--- config.mk ---
export PLATFORM = sky130hd
export DESIGN_NAME = fifo_axi4_bridge_flat
export DESIGN_NICKNAME = d
export VERILOG_FILES = /design/src/rtl/fifo_axi4_bridge_pkg.sv /design/src/rtl/fifo_axi4_bridge_if.sv /design/src/rtl/fifo_axi4_bridge_planner.sv /design/src/rtl/fifo_axi4_bridge.sv /design/src/flat_wrapper.sv
export SDC_FILE = /design/constraint.sdc
export NUM_CORES = 1
export LEC_CHECK = 0
export ABC_CLOCK_PERIOD_IN_PS = 7560
export BUFFER_PORTS_ARGS = -buffer_cell sky130_fd_sc_hd__clkbuf_2
export CAP_MARGIN = 20
export CORE_MARGIN = 5
export CORE_UTILIZATION = 48
export DETAILED_ROUTE_END_ITERATION = 10
export GPL_TIMING_DRIVEN = 0
export HOLD_SLACK_MARGIN = 0.03
export PLACE_DENSITY = 0.9
export SLEW_MARGIN = 5
export SYNTH_ARGS = -nofsm -noshare
export SYNTH_HDL_FRONTEND = slang
export SYNTH_SLANG_ARGS = --single-unit
--- constraint.sdc ---
create_clock -name clk -period 7.56 [get_ports clk]
set_input_delay 1.134 -clock clk [delete_from_list [all_inputs] [get_ports clk]]
set_output_delay 1.134 -clock clk [all_outputs]
set_load 0.02 [all_outputs]
--- src/rtl/fifo_axi4_bridge_pkg.sv ---
// -----------------------------------------------------------------------------
// fifo_axi4_pkg
// Shared types and AXI4 constants for the FIFO-to-AXI4 memory bridge.
//   cmd_t   : layout of the 65-bit command word (rd, byte address, word count)
//   state_e : bridge FSM state encoding
//   ID_W    : width of the AXI ID fields
// -----------------------------------------------------------------------------
package fifo_axi4_pkg;

   localparam int         ID_W          = 4;
   localparam logic [1:0] BURST_INCR    = 2'b01;
   localparam logic [3:0] CACHE_DEFAULT = 4'b0011;

   typedef struct packed {
      logic        rd;
      logic [31:0] addr;
      logic [31:0] count;
   } cmd_t;

   typedef enum logic [2:0] {
      ST_IDLE    = 3'd0,
      ST_WR_ADDR = 3'd1,
      ST_WR_DATA = 3'd2,
      ST_WR_RESP = 3'd3,
      ST_RD_ADDR = 3'd4,
      ST_RD_DATA = 3'd5
   } state_e;

endpackage

--- src/rtl/fifo_axi4_bridge_if.sv ---
// -----------------------------------------------------------------------------
// fifo_axi4_bridge_if
// AXI4 bus between the bridge (master modport) and the memory controller or
// its model (slave modport). Carries the AW, W, B, AR and R channels.
// Parameters: MEM_WIDTH (data bus width), ADDR_WIDTH (address width).
// -----------------------------------------------------------------------------
interface fifo_axi4_bridge_if #(
   parameter int MEM_WIDTH  = 32,
   parameter int ADDR_WIDTH = 32
);
   import fifo_axi4_pkg::*;

   logic [ID_W-1:0]        awid;
   logic [ADDR_WIDTH-1:0]  awaddr;
   logic [7:0]             awlen;
   logic [2:0]             awsize;
   logic [1:0]             awburst;
   logic                   awlock;
   logic [3:0]             awcache;
   logic [2:0]             awprot;
   logic [3:0]             awqos;
   logic                   awvalid;
   logic                   awready;

   logic [MEM_WIDTH-1:0]   wdata;
   logic [MEM_WIDTH/8-1:0] wstrb;
   logic                   wlast;
   logic                   wvalid;
   logic                   wready;

   logic [ID_W-1:0]        bid;
   logic [1:0]             bresp;
   logic                   bvalid;
   logic                   bready;

   logic [ID_W-1:0]        arid;
   logic [ADDR_WIDTH-1:0]  araddr;
   logic [7:0]             arlen;
   logic [2:0]             arsize;
   logic [1:0]             arburst;
   logic                   arlock;
   logic [3:0]             arcache;
   logic [2:0]             arprot;
   logic [3:0]             arqos;
   logic                   arvalid;
   logic                   arready;

   logic [ID_W-1:0]        rid;
   logic [MEM_WIDTH-1:0]   rdata;
   logic [1:0]             rresp;
   logic                   rlast;
   logic                   rvalid;
   logic                   rready;

   modport master (
      output awid, awaddr, awlen, awsize, awburst, awlock, awcache, awprot, awqos, awvalid,
      input  awready,
      output wdata, wstrb, wlast, wvalid,
      input  wready,
      input  bid, bresp, bvalid,
      output bready,
      output arid, araddr, arlen, arsize, arburst, arlock, arcache, arprot, arqos, arvalid,
      input  arready,
      input  rid, rdata, rresp, rlast, rvalid,
      output rready
   );

   modport slave (
      input  awid, awaddr, awlen, awsize, awburst, awlock, awcache, awprot, awqos, awvalid,
      output awready,
      input  wdata, wstrb, wlast, wvalid,
      output wready,
      output bid, bresp, bvalid,
      input  bready,
      input  arid, araddr, arlen, arsize, arburst, arlock, arcache, arprot, arqos, arvalid,
      output arready,
      output rid, rdata, rresp, rlast, rvalid,
      input  rready
   );

endinterface

--- src/rtl/fifo_axi4_bridge_planner.sv ---
// -----------------------------------------------------------------------------
// axi_burst_planner
// Combinational sizing of the next AXI INCR burst:
//   beats = min(remaining, MAX_BURST, words left in the current 4 KB page)
// Ports:
//   page_off_i [11:0] : byte offset of the burst start within its 4 KB page
//   remain_i   [31:0] : words still to transfer for the command
//   beats_o    [8:0]  : beats in this burst
//   len_o      [7:0]  : AXI len field (beats - 1)
// -----------------------------------------------------------------------------
module axi_burst_planner #(
   parameter int MEM_WIDTH = 32,
   parameter int MAX_BURST = 16
) (
   input  logic [11:0] page_off_i,
   input  logic [31:0] remain_i,
   output logic [8:0]  beats_o,
   output logic [7:0]  len_o
);
   localparam int SIZE = $clog2(MEM_WIDTH/8);

   logic [12:0] page_words;
   logic [12:0] remain_sat;

   always_comb begin
      page_words = (13'd4096 - {1'b0, page_off_i}) >> SIZE;
      // Anything beyond 13 bits is far above MAX_BURST, so clamp it.
      remain_sat = (|remain_i[31:13]) ? 13'h1FFF : remain_i[12:0];

      beats_o = 9'(MAX_BURST);
      if (page_words < {4'd0, beats_o}) begin
         beats_o = page_words[8:0];
      end
      if (remain_sat < {4'd0, beats_o}) begin
         beats_o = remain_sat[8:0];
      end
      len_o = 8'(beats_o - 9'd1);
   end

endmodule

--- src/rtl/fifo_axi4_bridge.sv ---
// -----------------------------------------------------------------------------
// fifo_axi4_bridge
// Bridges FIFO-style command / write-data / read-data streams to one AXI4
// master. Each command is split into INCR bursts that never cross 4 KB; only
// one burst is in flight and reads never overlap writes.
// Ports:
//   clk, reset        : clock, synchronous active-high reset
//   cmd_data[64:0]    : {rd, byte addr[31:0], word count[31:0]}; cmd_valid/cmd_ready
//   wr_data/valid/ready : write stream, passed straight to the W channel
//   rd_data/valid/ready : read stream, passed straight from the R channel
//   mig_init_done     : commands are accepted only after calibration
//   m_axi             : AXI4 master (fifo_axi4_bridge_if.master)
//   err_count[15:0]   : present only when RESP_CHECK_EN is defined; counts
//                       bursts answered with a non-OKAY response (saturating)
// -----------------------------------------------------------------------------
module fifo_axi4_bridge
   import fifo_axi4_pkg::*;
#(
   parameter int MEM_WIDTH  = 32,
   parameter int ADDR_WIDTH = 32,
   parameter int MAX_BURST  = 16,
   parameter int ID_VALUE   = 0
) (
   input  logic                 clk,
   input  logic                 reset,
   input  logic [64:0]          cmd_data,
   input  logic                 cmd_valid,
   output logic                 cmd_ready,
   input  logic [MEM_WIDTH-1:0] wr_data,
   input  logic                 wr_valid,
   output logic                 wr_ready,
   output logic [MEM_WIDTH-1:0] rd_data,
   output logic                 rd_valid,
   input  logic                 rd_ready,
   input  logic                 mig_init_done,
   fifo_axi4_bridge_if.master   m_axi
`ifdef RESP_CHECK_EN
   ,
   output logic [15:0]          err_count
`endif
);
   localparam int SIZE = $clog2(MEM_WIDTH/8);

   localparam logic [2:0] IDLE    = ST_IDLE;
   localparam logic [2:0] WR_ADDR = ST_WR_ADDR;
   localparam logic [2:0] WR_DATA = ST_WR_DATA;
   localparam logic [2:0] WR_RESP = ST_WR_RESP;
   localparam logic [2:0] RD_ADDR = ST_RD_ADDR;
   localparam logic [2:0] RD_DATA = ST_RD_DATA;

   cmd_t                  cmd;
   logic [2:0]            state_q, state_d;
   logic [ADDR_WIDTH-1:0] addr_q, addr_d;
   logic [31:0]           remain_q, remain_d;
   logic [7:0]            len_q;
   logic [8:0]            beats_q;
   logic [7:0]            beat_q;
   logic [8:0]            plan_beats;
   logic [7:0]            plan_len;
   logic                  load_plan;
   logic                  burst_done;
   logic                  awvalid_c, wvalid_c, wlast_c, bready_c, arvalid_c, rready_c;

   assign cmd = cmd_t'(cmd_data);

   // Sized from next-state address/remaining so len is already registered
   // when the address-valid cycle begins.
   axi_burst_planner #(
      .MEM_WIDTH (MEM_WIDTH),
      .MAX_BURST (MAX_BURST)
   ) u_planner (
      .page_off_i (addr_d[11:0]),
      .remain_i   (remain_d),
      .beats_o    (plan_beats),
      .len_o      (plan_len)
   );

   assign wlast_c = (state_q == WR_DATA) && (beat_q == len_q);

   always_comb begin
      state_d    = state_q;
      addr_d     = addr_q;
      remain_d   = remain_q;
      cmd_ready  = 1'b0;
      wr_ready   = 1'b0;
      rd_valid   = 1'b0;
      awvalid_c  = 1'b0;
      wvalid_c   = 1'b0;
      bready_c   = 1'b0;
      arvalid_c  = 1'b0;
      rready_c   = 1'b0;
      burst_done = 1'b0;
      case (state_q)
         IDLE: begin
            cmd_ready = mig_init_done & ~reset;
            if (cmd_ready && cmd_valid) begin
               addr_d   = ADDR_WIDTH'(cmd.addr);
               remain_d = cmd.count;
               // A zero-length command is consumed without bus traffic.
               if (cmd.count != 32'd0) begin
                  state_d = cmd.rd ? RD_ADDR : WR_ADDR;
               end
            end
         end
         WR_ADDR: begin
            awvalid_c = 1'b1;
            if (m_axi.awready) state_d = WR_DATA;
         end
         WR_DATA: begin
            wvalid_c = wr_valid;
            wr_ready = m_axi.wready;
            if (wr_valid && m_axi.wready && wlast_c) state_d = WR_RESP;
         end
         WR_RESP: begin
            bready_c = 1'b1;
            if (m_axi.bvalid) begin
               burst_done = 1'b1;
               state_d    = WR_ADDR;
            end
         end
         RD_ADDR: begin
            arvalid_c = 1'b1;
            if (m_axi.arready) state_d = RD_DATA;
         end
         RD_DATA: begin
            rd_valid = m_axi.rvalid;
            rready_c = rd_ready;
            if (m_axi.rvalid && rd_ready && m_axi.rlast) begin
               burst_done = 1'b1;
               state_d    = RD_ADDR;
            end
         end
         default: state_d = IDLE;
      endcase

      if (burst_done) begin
         addr_d   = addr_q + (ADDR_WIDTH'(beats_q) << SIZE);
         remain_d = remain_q - 32'(beats_q);
         if (remain_d == 32'd0) state_d = IDLE;
      end
   end

   assign load_plan = ((state_d == WR_ADDR) && (state_q != WR_ADDR)) ||
                      ((state_d == RD_ADDR) && (state_q != RD_ADDR));

   always_ff @(posedge clk) begin
      if (reset) begin
         state_q  <= IDLE;
         addr_q   <= '0;
         remain_q <= '0;
         len_q    <= '0;
         beats_q  <= '0;
         beat_q   <= '0;
      end else begin
         state_q  <= state_d;
         addr_q   <= addr_d;
         remain_q <= remain_d;
         if (load_plan) begin
            len_q   <= plan_len;
            beats_q <= plan_beats;
         end
         if (wvalid_c && m_axi.wready) begin
            beat_q <= wlast_c ? 8'd0 : beat_q + 8'd1;
         end
      end
   end

`ifdef RESP_CHECK_EN
   logic        rd_err_q;
   logic [15:0] err_q;
   logic        r_hs;
   logic        bad_burst;

   assign r_hs      = m_axi.rvalid && rready_c;
   assign bad_burst = (m_axi.bvalid && bready_c && (m_axi.bresp != 2'b00)) ||
                      (r_hs && m_axi.rlast && (rd_err_q || (m_axi.rresp != 2'b00)));

   // rd_err_q remembers a bad beat earlier in the current read burst.
   always_ff @(posedge clk) begin
      if (reset) begin
         rd_err_q <= 1'b0;
         err_q    <= '0;
      end else begin
         if (r_hs) rd_err_q <= m_axi.rlast ? 1'b0 : (rd_err_q | (m_axi.rresp != 2'b00));
         if (bad_burst && (err_q != 16'hFFFF)) err_q <= err_q + 16'd1;
      end
   end

   assign err_count = err_q;
`endif

   assign m_axi.awid    = ID_W'(ID_VALUE);
   assign m_axi.awaddr  = addr_q;
   assign m_axi.awlen   = len_q;
   assign m_axi.awsize  = 3'(SIZE);
   assign m_axi.awburst = BURST_INCR;
   assign m_axi.awlock  = 1'b0;
   assign m_axi.awcache = CACHE_DEFAULT;
   assign m_axi.awprot  = 3'b000;
   assign m_axi.awqos   = 4'b0000;
   assign m_axi.awvalid = awvalid_c;
   assign m_axi.wdata   = wr_data;
   assign m_axi.wstrb   = '1;
   assign m_axi.wlast   = wlast_c;
   assign m_axi.wvalid  = wvalid_c;
   assign m_axi.bready  = bready_c;
   assign m_axi.arid    = ID_W'(ID_VALUE);
   assign m_axi.araddr  = addr_q;
   assign m_axi.arlen   = len_q;
   assign m_axi.arsize  = 3'(SIZE);
   assign m_axi.arburst = BURST_INCR;
   assign m_axi.arlock  = 1'b0;
   assign m_axi.arcache = CACHE_DEFAULT;
   assign m_axi.arprot  = 3'b000;
   assign m_axi.arqos   = 4'b0000;
   assign m_axi.arvalid = arvalid_c;
   assign m_axi.rready  = rready_c;
   assign rd_data       = m_axi.rdata;

endmodule

--- src/flat_wrapper.sv ---
// flat-port wrapper written by rule: the top's interface ports become plain ports
module fifo_axi4_bridge_flat import fifo_axi4_pkg::*;
#(
   parameter int MEM_WIDTH  = 32,
   parameter int ADDR_WIDTH = 32,
   parameter int MAX_BURST  = 16,
   parameter int ID_VALUE   = 0
)
  (clk, reset, cmd_data, cmd_valid, cmd_ready, wr_data, wr_valid, wr_ready, rd_data, rd_valid, rd_ready, mig_init_done, m_axi_awid, m_axi_awaddr, m_axi_awlen, m_axi_awsize, m_axi_awburst, m_axi_awlock, m_axi_awcache, m_axi_awprot, m_axi_awqos, m_axi_awvalid, m_axi_awready, m_axi_wdata, m_axi_wstrb, m_axi_wlast, m_axi_wvalid, m_axi_wready, m_axi_bid, m_axi_bresp, m_axi_bvalid, m_axi_bready, m_axi_arid, m_axi_araddr, m_axi_arlen, m_axi_arsize, m_axi_arburst, m_axi_arlock, m_axi_arcache, m_axi_arprot, m_axi_arqos, m_axi_arvalid, m_axi_arready, m_axi_rid, m_axi_rdata, m_axi_rresp, m_axi_rlast, m_axi_rvalid, m_axi_rready);
  fifo_axi4_bridge_if #(.MEM_WIDTH(MEM_WIDTH), .ADDR_WIDTH(ADDR_WIDTH)) m_axi_i ();
  input  logic clk;
  input  logic reset;
  input  logic [64:0] cmd_data;
  input  logic cmd_valid;
  output logic cmd_ready;
  input  logic [MEM_WIDTH-1:0] wr_data;
  input  logic wr_valid;
  output logic wr_ready;
  output logic [MEM_WIDTH-1:0] rd_data;
  output logic rd_valid;
  input  logic rd_ready;
  input  logic mig_init_done;
  output wire logic [$bits(m_axi_i.awid)-1:0] m_axi_awid;
  output wire logic [$bits(m_axi_i.awaddr)-1:0] m_axi_awaddr;
  output wire logic [$bits(m_axi_i.awlen)-1:0] m_axi_awlen;
  output wire logic [$bits(m_axi_i.awsize)-1:0] m_axi_awsize;
  output wire logic [$bits(m_axi_i.awburst)-1:0] m_axi_awburst;
  output wire logic [$bits(m_axi_i.awlock)-1:0] m_axi_awlock;
  output wire logic [$bits(m_axi_i.awcache)-1:0] m_axi_awcache;
  output wire logic [$bits(m_axi_i.awprot)-1:0] m_axi_awprot;
  output wire logic [$bits(m_axi_i.awqos)-1:0] m_axi_awqos;
  output wire logic [$bits(m_axi_i.awvalid)-1:0] m_axi_awvalid;
  input wire logic [$bits(m_axi_i.awready)-1:0] m_axi_awready;
  output wire logic [$bits(m_axi_i.wdata)-1:0] m_axi_wdata;
  output wire logic [$bits(m_axi_i.wstrb)-1:0] m_axi_wstrb;
  output wire logic [$bits(m_axi_i.wlast)-1:0] m_axi_wlast;
  output wire logic [$bits(m_axi_i.wvalid)-1:0] m_axi_wvalid;
  input wire logic [$bits(m_axi_i.wready)-1:0] m_axi_wready;
  input wire logic [$bits(m_axi_i.bid)-1:0] m_axi_bid;
  input wire logic [$bits(m_axi_i.bresp)-1:0] m_axi_bresp;
  input wire logic [$bits(m_axi_i.bvalid)-1:0] m_axi_bvalid;
  output wire logic [$bits(m_axi_i.bready)-1:0] m_axi_bready;
  output wire logic [$bits(m_axi_i.arid)-1:0] m_axi_arid;
  output wire logic [$bits(m_axi_i.araddr)-1:0] m_axi_araddr;
  output wire logic [$bits(m_axi_i.arlen)-1:0] m_axi_arlen;
  output wire logic [$bits(m_axi_i.arsize)-1:0] m_axi_arsize;
  output wire logic [$bits(m_axi_i.arburst)-1:0] m_axi_arburst;
  output wire logic [$bits(m_axi_i.arlock)-1:0] m_axi_arlock;
  output wire logic [$bits(m_axi_i.arcache)-1:0] m_axi_arcache;
  output wire logic [$bits(m_axi_i.arprot)-1:0] m_axi_arprot;
  output wire logic [$bits(m_axi_i.arqos)-1:0] m_axi_arqos;
  output wire logic [$bits(m_axi_i.arvalid)-1:0] m_axi_arvalid;
  input wire logic [$bits(m_axi_i.arready)-1:0] m_axi_arready;
  input wire logic [$bits(m_axi_i.rid)-1:0] m_axi_rid;
  input wire logic [$bits(m_axi_i.rdata)-1:0] m_axi_rdata;
  input wire logic [$bits(m_axi_i.rresp)-1:0] m_axi_rresp;
  input wire logic [$bits(m_axi_i.rlast)-1:0] m_axi_rlast;
  input wire logic [$bits(m_axi_i.rvalid)-1:0] m_axi_rvalid;
  output wire logic [$bits(m_axi_i.rready)-1:0] m_axi_rready;
  assign m_axi_awid = m_axi_i.awid;
  assign m_axi_awaddr = m_axi_i.awaddr;
  assign m_axi_awlen = m_axi_i.awlen;
  assign m_axi_awsize = m_axi_i.awsize;
  assign m_axi_awburst = m_axi_i.awburst;
  assign m_axi_awlock = m_axi_i.awlock;
  assign m_axi_awcache = m_axi_i.awcache;
  assign m_axi_awprot = m_axi_i.awprot;
  assign m_axi_awqos = m_axi_i.awqos;
  assign m_axi_awvalid = m_axi_i.awvalid;
  assign m_axi_i.awready = m_axi_awready;
  assign m_axi_wdata = m_axi_i.wdata;
  assign m_axi_wstrb = m_axi_i.wstrb;
  assign m_axi_wlast = m_axi_i.wlast;
  assign m_axi_wvalid = m_axi_i.wvalid;
  assign m_axi_i.wready = m_axi_wready;
  assign m_axi_i.bid = m_axi_bid;
  assign m_axi_i.bresp = m_axi_bresp;
  assign m_axi_i.bvalid = m_axi_bvalid;
  assign m_axi_bready = m_axi_i.bready;
  assign m_axi_arid = m_axi_i.arid;
  assign m_axi_araddr = m_axi_i.araddr;
  assign m_axi_arlen = m_axi_i.arlen;
  assign m_axi_arsize = m_axi_i.arsize;
  assign m_axi_arburst = m_axi_i.arburst;
  assign m_axi_arlock = m_axi_i.arlock;
  assign m_axi_arcache = m_axi_i.arcache;
  assign m_axi_arprot = m_axi_i.arprot;
  assign m_axi_arqos = m_axi_i.arqos;
  assign m_axi_arvalid = m_axi_i.arvalid;
  assign m_axi_i.arready = m_axi_arready;
  assign m_axi_i.rid = m_axi_rid;
  assign m_axi_i.rdata = m_axi_rdata;
  assign m_axi_i.rresp = m_axi_rresp;
  assign m_axi_i.rlast = m_axi_rlast;
  assign m_axi_i.rvalid = m_axi_rvalid;
  assign m_axi_rready = m_axi_i.rready;
  fifo_axi4_bridge #(.MEM_WIDTH(MEM_WIDTH), .ADDR_WIDTH(ADDR_WIDTH), .MAX_BURST(MAX_BURST), .ID_VALUE(ID_VALUE)) u_core (.clk(clk), .reset(reset), .cmd_data(cmd_data), .cmd_valid(cmd_valid), .cmd_ready(cmd_ready), .wr_data(wr_data), .wr_valid(wr_valid), .wr_ready(wr_ready), .rd_data(rd_data), .rd_valid(rd_valid), .rd_ready(rd_ready), .mig_init_done(mig_init_done), .m_axi(m_axi_i));
endmodule
# --- Yosys cells after proc, flatten, opt, wreduce, memory -nomap -nowiden ---
# Cells that the tools add are included.
# Widths: inputs -> output; s select.
totals:
  n_memories: 0
  word_cells: 75
  latchBits: 0
  out_inout_bits: 199
  rom_bits: 0
  ram_bits: 0
  register_bits: 92
  in_bits: 153
op_classes:
  multipliers: 0
  addsub: 5
  n_shift: 0
  magnitude_cmp: 2
  bitwise: 2
  n_reduce_logical: 17
  n_mux: 32
  n_eq_ne: 10
  div_mod_pow: 0
op_table:
  columns: ["cell", "n"]
  rows:
  - ["$mux 32", 6]
  - ["$add 32x11->32", 1]
  - ["$logic_not 32->1", 1]
  - ["$reduce_bool 32->1", 1]
  - ["$sub 32x9->32", 1]
  - ["$mux 3", 10]
  - ["$reduce_or 19->1", 1]
  - ["$mux 9", 2]
  - ["$pmux 3 s6", 1]
  - ["$lt 13x9->1", 1]
  - ["$mux 13", 1]
  - ["$sub 13x12->13 const A", 1]
  - ["$lt 11x5->1 const B", 1]
  - ["$mux 1", 10]
  - ["$eq 3x3->1 const B", 3]
  - ["$logic_and 1x1->1", 9]
  - ["$add 8x1->8 const B", 1]
  - ["$eq 8x8->1", 1]
  - ["$mux 8", 1]
  - ["$sub 8x1->8 const B", 1]
  - ["$eq 3x1->1 const B", 2]
  - ["$eq 3x2->1 const B", 2]
  - ["$reduce_bool 2->1", 2]
  - ["$logic_not 3->1", 1]
  - ["7 further kinds", 7]

# --- Logic depth before layout (Yosys ltp) ---
# Gate-level depths: netlist (run 1).
logic_depth:
  ltp_word: 12
  depth_mapped: 31
  depth_no_buf: 28

# --- Hierarchy ---
# A second synthesis (run 1) with hierarchy kept.
unflattened:
  hier_cells: 1048
  hier_area_um2: 8096.5
modules_own_cells:
  columns: ["mod", "cells_each", "area_per_inst_um2", "n_inst", "seq_area_each_um2"]
  rows:
  - ["fifo_axi4_bridge", 929, 7279.5, 1, 1841.8]
  - ["axi_burst_planner", 119, 817.0, 1, 0.0]

# --- Worst setup path after synthesis (run 1) ---
# No wires, ideal clock.
synth_path:
  path_kind: "input to register"
  from: "input m_axi_rlast"
  to: "register u_core.len_q[6] (netlist: u_core.m_axi.arlen[6])"
  setup_ps: 86
  arrival_time_ps: 6072
  required_time_ps: 7474
  stages: 26
  setup_slack_ps: 1402
  path_buffers: 3
  path_cell_list: "and3_1 -> a31oi_1 -> clkbuf_1 -> buf_1 -> nor2_1 -> a32oi_1 -> nand2_1 -> nor4_1 -> and3_1 -> buf_2 -> nand2_1 -> ha_1 -> a21o_1 -> a21o_1 -> a21oi_1 -> nand3_1 -> o21ai_0 -> nand4_1 -> nor2_2 -> mux2_2 -> ha_1 -> nand3_1 -> nor2_1 -> xor2_1 -> mux2_2 -> a211oi_1"
synth_via:
  elab_chain_len: 10
  elab_cells_between_ends: 22
  classes_between: "add/sub: 2; order compare: 2; eq/ne: 2; mux: 11; reduce/logical: 5"
synth_rtl:
  columns: ["element", "line", "source"]
  rows:
  - ["from (decl)", "flat_wrapper.sv:57", "input wire logic [$bits(m_axi_i.rlast)-1:0] m_axi_rlast;"]
  - ["$logic_and 1x1->1 *", "fifo_axi4_bridge.sv:128", "if (m_axi.rvalid && rd_ready && m_axi.rlast) begin"]
  - ["$mux 1", "fifo_axi4_bridge.sv:128", null]
  - ["$pmux 1 s2", "fifo_axi4_bridge.sv:93", "case (state_q)"]
  - ["$mux 32", "fifo_axi4_bridge.sv:136", "if (burst_done) begin"]
  - ["$sub 13x12->13", "fifo_axi4_bridge_planner.sv:26", "page_words = (13'd4096 - {1'b0, page_off_i}) >> SIZE;"]
  - ["$lt 11x5->1", "fifo_axi4_bridge_planner.sv:31", "if (page_words < {4'd0, beats_o}) begin"]
  - ["$mux 9", "fifo_axi4_bridge_planner.sv:31", null]
  - ["$lt 13x9->1", "fifo_axi4_bridge_planner.sv:34", "if (remain_sat < {4'd0, beats_o}) begin"]
  - ["$mux 9", "fifo_axi4_bridge_planner.sv:34", null]
  - ["$sub 8x1->8", "fifo_axi4_bridge_planner.sv:37", "len_o = 8'(beats_o - 9'd1);"]
  - ["to (signal assigned)", "fifo_axi4_bridge.sv:159", "len_q <= plan_len;"]
  - ["to (decl)", "fifo_axi4_bridge.sv:55", "logic [7:0] len_q;"]
# Mark *: on every way between the ends. The rest lies on a longest branch, timed or not.
# A chain may end at the register's enable or synchronous reset.

# --- Final worst setup path (run 1) ---
layout_path:
  from: "input reset"
  to: "register u_core.len_q[6] (netlist: u_core.m_axi.arlen[6])"
layout_via:
  elab_chain_len: 12
  elab_cells_between_ends: 26
  classes_between: "add/sub: 2; order compare: 2; eq/ne: 2; mux: 13; bitwise: 2; reduce/logical: 5"
layout_rtl:
  columns: ["element", "line", "source"]
  rows:
  - ["from (decl)", "flat_wrapper.sv:12", "input logic reset;"]
  - ["$not 1->1", "fifo_axi4_bridge.sv:95", "cmd_ready = mig_init_done & ~reset;"]
  - ["$and 1x1->1", "fifo_axi4_bridge.sv:95", null]
  - ["$logic_and 1x1->1", "fifo_axi4_bridge.sv:96", "if (cmd_ready && cmd_valid) begin"]
  - ["$mux 32", "fifo_axi4_bridge.sv:96", null]
  - ["$mux 32", "fifo_axi4_bridge.sv:93", null]
  - ["$mux 32", "fifo_axi4_bridge.sv:136", null]
  - ["$sub 13x12->13", "fifo_axi4_bridge_planner.sv:26", null]
  - ["$lt 11x5->1", "fifo_axi4_bridge_planner.sv:31", null]
  - ["$mux 9", "fifo_axi4_bridge_planner.sv:31", null]
  - ["$lt 13x9->1", "fifo_axi4_bridge_planner.sv:34", null]
  - ["$mux 9", "fifo_axi4_bridge_planner.sv:34", null]
  - ["$sub 8x1->8", "fifo_axi4_bridge_planner.sv:37", null]
# Parallel ways exist; a longest one is shown, timed or not. The select of a mux whose other input is x is not followed.

==> results of run 1 <==
==> registers in the layout (all words and copies together), names as in the netlist <==
signal,count
u_core.state_q,3
u_core.remain_q,32
u_core.m_axi.araddr,32
u_core.m_axi.arlen,8
u_core.beats_q,9
u_core.beat_q,8
==> area by class of cell <==
class,instances,share of cell area [%]
Clock buffer,10,2.48
Buffer,202,13.9
Clock inverter,6,0.622
Timing Repair Buffer,229,12.0
Inverter,25,0.972
Sequential cell,92,19.1
Tap cell,216,2.80
Multi-Input combinational cell,753,48.2
==> layout by cell type, fill, tap and decap left out, types with 17 or more instances in the layout <==
cell type and instances:
buf_4 151, nor2_1 98, dfxtp_1 92, o21ai_0 39, clkbuf_1 33, clkbuf_2 233, xor2_1 17, nand2_1 83
conb_1 50, nor3_1 32, a31oi_1 17, a21oi_1 58, nor4_1 21, a221oi_1 19, inv_1 24, ha_1 27
xnor2_1 27, nand3_1 29, nand4_1 23
==> cells by family (layout without fill, tap and decap cells) <==
kind of cell,Yosys count,count (layout),synth area share (%)
AO/OA/AOI/OAI,245,245,21.6
adder cells (fa/ha/maj),30,30,5.07
other,2,50,0.0975
flip-flops,92,92,23.9
AND/OR/NAND/NOR,376,376,24.7
multiplexers,8,8,1.10
XOR/XNOR,44,44,5.00
buffers and inverters,227,472,18.5
==> cell usage after synthesis (17+ instances only) <==
cell / count
nand3_1: 29
a21oi_1: 58
xor2_1: 17
nand2_1: 84
a221oi_1: 19
clkbuf_1: 36
nand4_1: 23
xnor2_1: 27
nor4_1: 23
nor3_1: 32
dfxtp_1: 92
o21ai_0: 40
a31oi_1: 18
ha_1: 28
buf_4: 151
nor2_1: 98
inv_1: 24
==> worst max path at each step <==
stage,startpoint,endpoint,slack (ns),cells past startpoint
CTS,u_core.beats_q[6]$_SDFFE_PP0P_,u_core.m_axi.arlen[6]$_SDFFE_PP0P_,0.18,30
finish,reset,u_core.m_axi.arlen[6]$_SDFFE_PP0P_,0.37,28
floorplan,m_axi_rlast,u_core.m_axi.arlen[6]$_SDFFE_PP0P_,1.40,26
global route,u_core.beats_q[1]$_SDFFE_PP0P_,u_core.m_axi.arlen[6]$_SDFFE_PP0P_,0.05,29
global placement,m_axi_bvalid,u_core.m_axi.arlen[6]$_SDFFE_PP0P_,-0.43,27
detailed placement,m_axi_bvalid,u_core.m_axi.arlen[6]$_SDFFE_PP0P_,-0.63,27
==> stage by stage <==
step,power [mW],std cells
4_1_cts,1.58,1532
3_5_place_dp,1.12,1516
2_1_floorplan,0.955,1072
6_report,1.60,1533
5_1_grt,1.67,1533
3_3_place_gp,1.11,1516
==> power groups by stage <==
stage / clock (mW) / combinational [mW] / sequential, mW
final: 0.469 / 0.601 / 0.531
after global routing: 0.488 / 0.647 / 0.533
after CTS: 0.468 / 0.582 / 0.530
after detailed placement: 0 / 0.576 / 0.541
after global placement: 0 / 0.573 / 0.541
after floorplan: 0 / 0.410 / 0.546
==> timing repair <==
item                       CTS  global route
resized for setup            2            14
setup endpoints to repair    2             3
pin swaps                    0             0
gates cloned                 0             0
==> per-layer routing <==
metal / track usage [%] / vias to the layer above / wire length, um
met2: 46.1 / 675 / 12800
met4: 12.3 / 0 / 1190
met1: 36.3 / 4006 / 10400
met5: 0 / - / 0
li1: - / 4078 / -
met3: 6.25 / 89 / 3710
==> tightest hold or removal path: cells and delay by family (launching register included) <==
family / cells / cell delay, ns
DFF: 1 / 0.34
and+or+nand+nor: 1 / 0.06
AOI/OAI and AO/OA: 1 / 0.06
==> key figures, run 1 <==
Timing
  – Fin. Hold Viols: 0
  – Worst rel slew slack: 30.9%
  – Final period utilization: between 90% and 100%
  – Final worst slack: around 0.37 ns
  – Final Setup Violations: 0
  – Worst-Margin Slew: 1.04 ns
  – Fmax: between 100 and 150 MHz
  – Worst hold margin: 0.497 ns
  – Post-layout min period: between 7 and 8 ns
  – Fin. max-slew vios: 0
  – Clock skew: 0.00950 ns
  – Unrepaired setup endpoints after global routing: false
  – Setup tns final: 0 ns

Routing
  – Number of vias per cell: 5.77
  – Routed vias: 8848
  – Antenna-violating nets left: 0
  – First drt pass iteration count: 8
  – Initial DRC Count: 952
  – Routed WL: about 28000 um
  – Routed len/inst: 18.3 um
  – DRC: 0

Finish
  – Area growth, synth to finish: 25.3%
  – Layout cells sized above 1: 32.9%
  – Area of the multi-input gates: 4650 um2
  – Post-route cell area: 9650 um2
  – Final core utilization: between 60% and 70%
  – Nets@finish: between 1k and 1.5k
  – Diodes inserted: 0
  – Number of fill cells: 1421
  – Storage element area: 1840 um2

Power
  – Reg power frac: 33.2%
  – NetSw: around 0.62 mW
  – Leak Pwr: between 4 and 5 nW
  – Cell area power density: 166 nW/um2
  – Clk pwr share: 29.3%
  – Logic pwr share: roughly 38%
  – Peak supply drop: 0.0940 mV
  – Internal Power: roughly 1 mW
  – Sw frac: 38.5%

Yosys
  – Top post-synthesis cells by area: dfxtp_1 24%, buf_4 15%, nor2_1 4.8%
  – Most used flip-flop cell after synthesis: dfxtp_1
  – Synth area leader: dfxtp_1
  – Flops & latches, synth: 92
  – Yosys warns: 0
  – Number of synthesized flops with an enable pin: 0
  – Cells after Synth: 1024
  – Register area share after synthesis: a little under a quarter
  – Mapped Avg Cell Area: about 7.5 um2
  – Cell area after synthesis: 7700 um2
  – Post-synthesis cell type count: 71
  – Top cell type's share of synthesized area: 23.9%
  – Post-synth ARST share: 0%

Clock network
  – Clock transition at the registers of the reported paths: 0.08 ns
  – Clock root buffer: clkbuf_16
  – Clock Path Buffers: 2
  – Inserted Clock Buffers: 9
  – CTS tree: built
  – # clock sinks: 92
  – Clk Latency, worst-skew pair: 0.35 ns
  – Number of setup buffers added after CTS: 0
  – Post-CTS Hold Fix Bufs: 0
  – H-tree depth: 3

Critical path
  – Crit Path Max Fanout: 10
  – Startpoint types: primary input
  – R2R Path Start: u_core.beats_q[6]$_SDFFE_PP0P_
  – Crit-path max cell delay: between 0.4 and 0.5 ns
  – WS Path Type: primary input to register
  – Slack of the worst reg-to-reg path: 0.47 ns
  – Arrival time worst endpoint: approximately 7.5 ns
  – Worst path required time: slightly below 8 ns
  – Critical R2R Capture: u_core.m_axi.arlen[6]$_SDFFE_PP0P_
  – Setup crit end kind: register
  – Critical path buffer and inverter count: 5
  – Reg2reg path depth: 30
  – Most used cell, CP: buf_2
  – Slowest CP cell: a311oi_1
  – CP top delay family: simple AND/OR/NAND/NOR gates

Placement
  – DP HPWL: 22300 um
  – PortBufs: 228
  – Final GP Congestion: 1.00
  – Placed cell area: 9290 um2
  – Placement Setup Slack: -0.634 ns

Status
  – Status: completed

Global routing
  – GR Overflow Total: 0
  – Global-route usage over all layers: between 20% and 30%
  – Initial antenna violation count: 0
  – Vias in the first global route: ~8.1k
  – Global-route wire length before repair: 42100 um
  – Largest net degree at the start of global routing: 19

Floorplan
  – Core region area: around 16000 um2
  – Num rows: between 40 and 50
  – Num ports: 352
  – Die width: 137 um
  – Initial Util: 48.7%
  – Die Footprint: between 15000 and 20000 um2
  – Die Y: 137 um

Run
  – Max cap viols: 0

Hold path
  – Hold EP: u_core.m_axi.araddr[1]$_SDFF_PP0_
  – Hold Path Depth: 2
  – Min-delay src: u_core.m_axi.araddr[1]$_SDFF_PP0_
  – Worst hold path class: register to register
(Power assumes the default switching activity.)
==> run 2: changes to the inputs <==
BUFFER_PORTS_ARGS = default   (was -buffer_cell sky130_fd_sc_hd__clkbuf_2)
CORE_AREA = 5 5 134 136   (was default)
CORE_MARGIN = default   (was 5)
CORE_UTILIZATION = default   (was 48)
DIE_AREA = 0 0 139 141   (was default)
DONT_BUFFER_PORTS = 1   (was default)
PLACE_DENSITY = 0.69   (was 0.9)
==> key figures, run 2 (synthesis results as in run 1) <==
Critical path
  – Startpoint types: primary input
  – R2R Path Start: u_core.beats_q[1]$_SDFFE_PP0P_
  – Setup crit end kind: register
  – Critical Path Start: m_axi_rlast
  – WS Path Type: primary input to register
  – Crit Path Max Fanout: 10
  – Worst path required time: 7.83 ns
  – Arrival time worst endpoint: around 7.4 ns

Global routing
  – Global-route wire length before repair: 40600 um
  – Vias in the first global route: 7170
  – Initial antenna violation count: 0
  – GR Overflow Total: 0
  – Largest net degree at the start of global routing: 17
  – Global-route usage over all layers: 26.0%

Finish
  – Layout cells sized above 1: 18.7%
  – Final Non-Filler Cells: 1316
  – Area growth, synth to finish: 11.2%
  – Nets@finish: between 1k and 1.5k
  – Commonest cells after routing, fill and taps aside: 154 x buf_4, 98 x nor2_1, 92 x dfxtp_1, 84 x nand2_1, 58 x a21oi_1
  – Most common cell after layout, fill and taps aside: buf_4
  – Final core utilization: about half
  – Post-route cell area: 8560 um2
  – Diodes inserted: 0

Routing
  – Routed vias: roughly 7.7k
  – Routed WL: 27200 um
  – Routed len/inst: approximately 21 um
  – Number of vias per cell: between 5 and 6
  – First drt pass iteration count: 5
  – DRC: 0
  – Initial DRC Count: 731
  – Antenna-violating nets left: 0

Placement
  – Placed cell area: 8160 um2
  – Final GP Congestion: about 0.99
  – PortBufs: 0
  – DP HPWL: 21300 um
  – Placed Cells: ~1.3k
  – Placement Setup Slack: -0.365 ns

Power
  – NetSw: 0.580 mW
  – Logic pwr share: 33.4%
  – Internal Power: a little over 1 mW
  – Cell area power density: 186 nW/um2
  – Clk pwr share: 32.3%
  – Reg power frac: 34.3%
  – Total Power: ~1.6 mW
  – Leak Pwr: 3.55 nW
  – Sw frac: a little over a third
  – Peak supply drop: roughly 0.12 mV

Timing
  – Final period utilization: a little over nine tenths
  – Unrepaired setup endpoints after global routing: false
  – Fmax: approximately 140 MHz
  – Worst-Margin Slew: 1.05 ns
  – Post-layout min period: 7.16 ns
  – Fin. Hold Viols: 0
  – Final Setup Violations: 0
  – Setup tns final: 0 ns
  – Fin. max-slew vios: 0
  – Final worst slack: approximately 0.40 ns
  – Clock skew: about 0.0089 ns
  – Worst hold margin: 0.513 ns
  – Worst rel slew slack: 28.4%

Floorplan
  – Die Footprint: about 20000 um2
  – Die Y: roughly 140 um
  – Num ports: 352
  – Initial Util: between 40 and 50%
  – Core region area: between 15000 and 20000 um2
  – Die width: 139 um
  – Num rows: 48

Clock network
  – H-tree depth: 3
  – Post-CTS Hold Fix Bufs: 0
  – Inserted Clock Buffers: 9
  – Clock Path Buffers: 2
  – Clock root buffer: clkbuf_16
  – Clock transition at the registers of the reported paths: 0.07 ns
  – Clk Latency, worst-skew pair: roughly 0.36 ns
  – CTS tree: built
  – # clock sinks: 92

Hold path
  – Worst hold path class: register to register
  – Min-delay src: u_core.beats_q[3]$_SDFFE_PP0P_

Run
  – Max cap viols: 0

Status
  – Status: completed
-- run 2: final cells by class --
| class | count | area, um2 |
|---|---|---|
| multi-input cells | 753 | 4650 |
| repair buffers | 3 | 22.5 |
| clock inverters | 6 | 93.8 |
| inverters | 25 | 93.8 |
| flip-flops and latches | 92 | 1840 |
| well taps | 225 | 282 |
| fillers | 1724 | 8250 |
| clock buffers | 10 | 239 |
| plain buffers | 202 | 1340 |
-- run 2: layer usage --
layer	vias up	share of wire (%)	GRT usage (%)
met5	-	0	0
met1	3562	40	33.4
li1	3634	-	-
met3	53	12	7.80
met2	490	46	41.8
met4	0	2.4	8.65
-- run 2: repair_timing --
item | in CTS | in global routing
gates resized for setup | 0 | 12
setup buffers | 0 | 3
setup endpoints to repair | 0 | 3
-- run 2: critical path, cell delays in order --
cell and delay [ns]:
and3_1 0.21, a31oi_2 0.47, clkbuf_2 0.41, buf_1 0.60, nor2_1 0.09, a32oi_1 0.21, nand2_1 0.11, nor4_2 0.38
and3_1 0.27, buf_2 0.22, nand2_1 0.08, ha_1 0.34, a21o_1 0.15, a21o_1 0.16, a21oi_1 0.18, nand3_1 0.09
o21ai_0 0.19, nand4_1 0.26, buf_4 0.24, or3_1 0.34, o21a_1 0.15, ha_1 0.28, nand3_1 0.10, nor2_1 0.06
xor2_1 0.13, mux2_2 0.30, a211oi_1 0.23
-- run 2: path summary, 6_finish.rpt --
| path | depth (start not counted) | slack [ns] | endpoint |
|---|---|---|---|
| hold / removal | 2 | 0.51 | u_core.beats_q[3]$_SDFFE_PP0P_ |
| hold reg to reg | 2 | 0.51 | u_core.beats_q[3]$_SDFFE_PP0P_ |
| setup / recovery | 27 | 0.40 | u_core.m_axi.arlen[6]$_SDFFE_PP0P_ |
| setup reg to reg | 29 | 0.53 | u_core.m_axi.arlen[6]$_SDFFE_PP0P_ |
-- run 2: power by group through the flow --
stage                     sequential, mW  clock, mW  combinational, mW
final                              0.545      0.514              0.532
after global placement             0.556          0              0.503
after global routing               0.549      0.546              0.573
after floorplan                    0.546          0              0.410
after CTS                          0.545      0.523              0.507
after detailed placement           0.556          0              0.505
==> run 3: changes to the inputs <==
CAP_MARGIN = 0   (was 20)
RECOVER_POWER = 50   (was default)
==> key figures, run 3 (synthesis results as in run 1) <==
Critical path
  – Crit-path max cell delay: around 0.61 ns
  – Slowest CP cell: buf_1
  – Startpoint types: primary input
  – Critical R2R Capture: u_core.m_axi.arlen[6]$_SDFFE_PP0P_
  – Crit Path Max Fanout: 10
  – Critical Path Start: m_axi_rlast
  – WS Path Type: primary input to register
  – Slack of the worst reg-to-reg path: 0.50 ns
  – Levels on crit path: 27
  – Critical path endpoint: u_core.m_axi.arlen[6]$_SDFFE_PP0P_
  – Worst path required time: 7.83 ns
  – Critical path buffer and inverter count: 4
  – Reg2reg path depth: 28
  – Setup crit end kind: register
  – R2R Path Start: u_core.state_q[2]$_SDFF_PP0_
  – Arrival time worst endpoint: around 7.5 ns
  – CP top delay family: simple AND/OR/NAND/NOR gates

Run
  – Max cap viols: 0

Clock network
  – # clock sinks: 92
  – Clock transition at the registers of the reported paths: 0.07 ns
  – Clk Latency, worst-skew pair: 0.36 ns
  – Clock Path Buffers: 2
  – H-tree depth: 3
  – CTS tree: built
  – Clock root buffer: clkbuf_16
  – Inserted Clock Buffers: 9

Finish
  – Nets@finish: 1269
  – Layout cells sized above 1: 11.3%
  – Most common cell after layout, fill and taps aside: clkbuf_1
  – Final core utilization: between 40% and 50%
  – Commonest cells after routing, fill and taps aside: 115 x clkbuf_1, 98 x nor2_1, 92 x dfxtp_1, 84 x nand2_1, 73 x buf_4
  – Post-route cell area: 8260 um2
  – Diodes inserted: 0
  – Area of the multi-input gates: between 4000 and 5000 um2
  – Area growth, synth to finish: 7.21%
  – Number of fill cells: 1807
  – Storage element area: 1840 um2
  – Final Non-Filler Cells: 1316

Status
  – Status: completed

Timing
  – Fin. max-slew vios: 0
  – Worst rel slew slack: 28.9%
  – Unrepaired setup endpoints after global routing: false
  – Worst-Margin Slew: around 1.0 ns
  – Final period utilization: 95.2%
  – Final worst slack: between 0.3 and 0.4 ns
  – Worst hold margin: around 0.52 ns
  – Final Setup Violations: 0
  – Setup tns final: 0 ns
  – Fmax: 139 MHz
  – Fin. Hold Viols: 0
  – Clock skew: between 0.009 and 0.01 ns
  – Post-layout min period: 7.19 ns

Routing
  – Number of vias per cell: 5.95
  – Routed len/inst: 20.6 um
  – DRC: 0
  – First drt pass iteration count: 5
  – Routed vias: 7835
  – Routed WL: ~27000 um
  – Initial DRC Count: 693
  – Antenna-violating nets left: 0

Global routing
  – GR Overflow Total: 0
  – Largest net degree at the start of global routing: 17
  – Global-route wire length before repair: slightly above 40000 um
  – Global-route usage over all layers: 26.0%
  – Global route hottest layer: met2
  – Grt met1 use: 33.4%
  – Vias in the first global route: 7170
  – Met2 usage: a little over two fifths
  – Initial antenna violation count: 0
  – Grt met3 use: 7.80%

Placement
  – Final GP Congestion: 0.986
  – Placed cell area: 8160 um2
  – DP HPWL: 21300 um
  – Placed Cells: approximately 1.3k
  – PortBufs: 0
  – Placement Setup Slack: -0.365 ns

Floorplan
  – Num rows: 48
  – Die Footprint: approximately 20000 um2
  – Die Y: 141 um
  – Initial Util: between 40% and 50%
  – Die width: approximately 140 um
  – Num ports: 352
  – Core region area: ~17000 um2

Hold path
  – Worst hold path class: register to register

Power
  – Total Power: roughly 1.6 mW
  – Peak supply drop: 0.121 mV
  – Leak Pwr: 3.24 nW
  – Cell area power density: 191 nW/um2
## run 3: cell types whose count changed in the layout (fill, tap and decap cells not counted), sizes merged
cell    delta
buf       -81
clkbuf    +81
## run 3: layout make-up
cell class	instances	area share, %
Buffer	202	12.5
Timing Repair Buffer	3	0.273
Clock buffer	10	2.89
Multi-Input combinational cell	753	56.3
Tap cell	225	3.41
Clock inverter	6	1.14
Sequential cell	92	22.3
Inverter	25	1.14
## run 3: report_power, final
part           internal, mW  switching [mW]
sequential            0.504          0.0409
clock                 0.302           0.212
combinational         0.188           0.327
## run 3: worst register-to-register path, delay by kind of cell (launching register included)
kind                     cells  cell delay [ns]
multiplexers                 1             0.30
adder cells (fa/ha/maj)      2             0.62
buffers and inverters        5             1.80
XOR/XNOR                     1             0.13
flip-flops                   1             0.31
AO/OA/AOI/OAI                8             1.74
AND/OR/NAND/NOR             11             2.08
## run 3: how the worst min path moves through the flow
stage	start	slack [ns]	end	depth (start not counted)
floorplan	u_core.beats_q[3]$_SDFFE_PP0P_	0.44	u_core.beats_q[3]$_SDFFE_PP0P_	2
global placement	u_core.beats_q[8]$_SDFFE_PP0P_	0.49	u_core.beats_q[8]$_SDFFE_PP0P_	2
detailed placement	u_core.beats_q[8]$_SDFFE_PP0P_	0.50	u_core.beats_q[8]$_SDFFE_PP0P_	2
CTS	u_core.beats_q[3]$_SDFFE_PP0P_	0.51	u_core.beats_q[3]$_SDFFE_PP0P_	2
global route	u_core.beats_q[3]$_SDFFE_PP0P_	0.55	u_core.beats_q[3]$_SDFFE_PP0P_	2
finish	u_core.beats_q[3]$_SDFFE_PP0P_	0.52	u_core.beats_q[3]$_SDFFE_PP0P_	2
## run 3: what timing repair did
action | CTS | global route
buffers inserted | 0 | 3
hold buffers | 0 | 0
endpoints found under the setup margin | 0 | 3
gates resized for setup | 0 | 12
## run 3: per-layer routing
layer	up-vias	wire (um)
li1	3631	-
met1	3598	10400
met3	62	3460
met5	-	0
met2	544	12500
met4	0	738
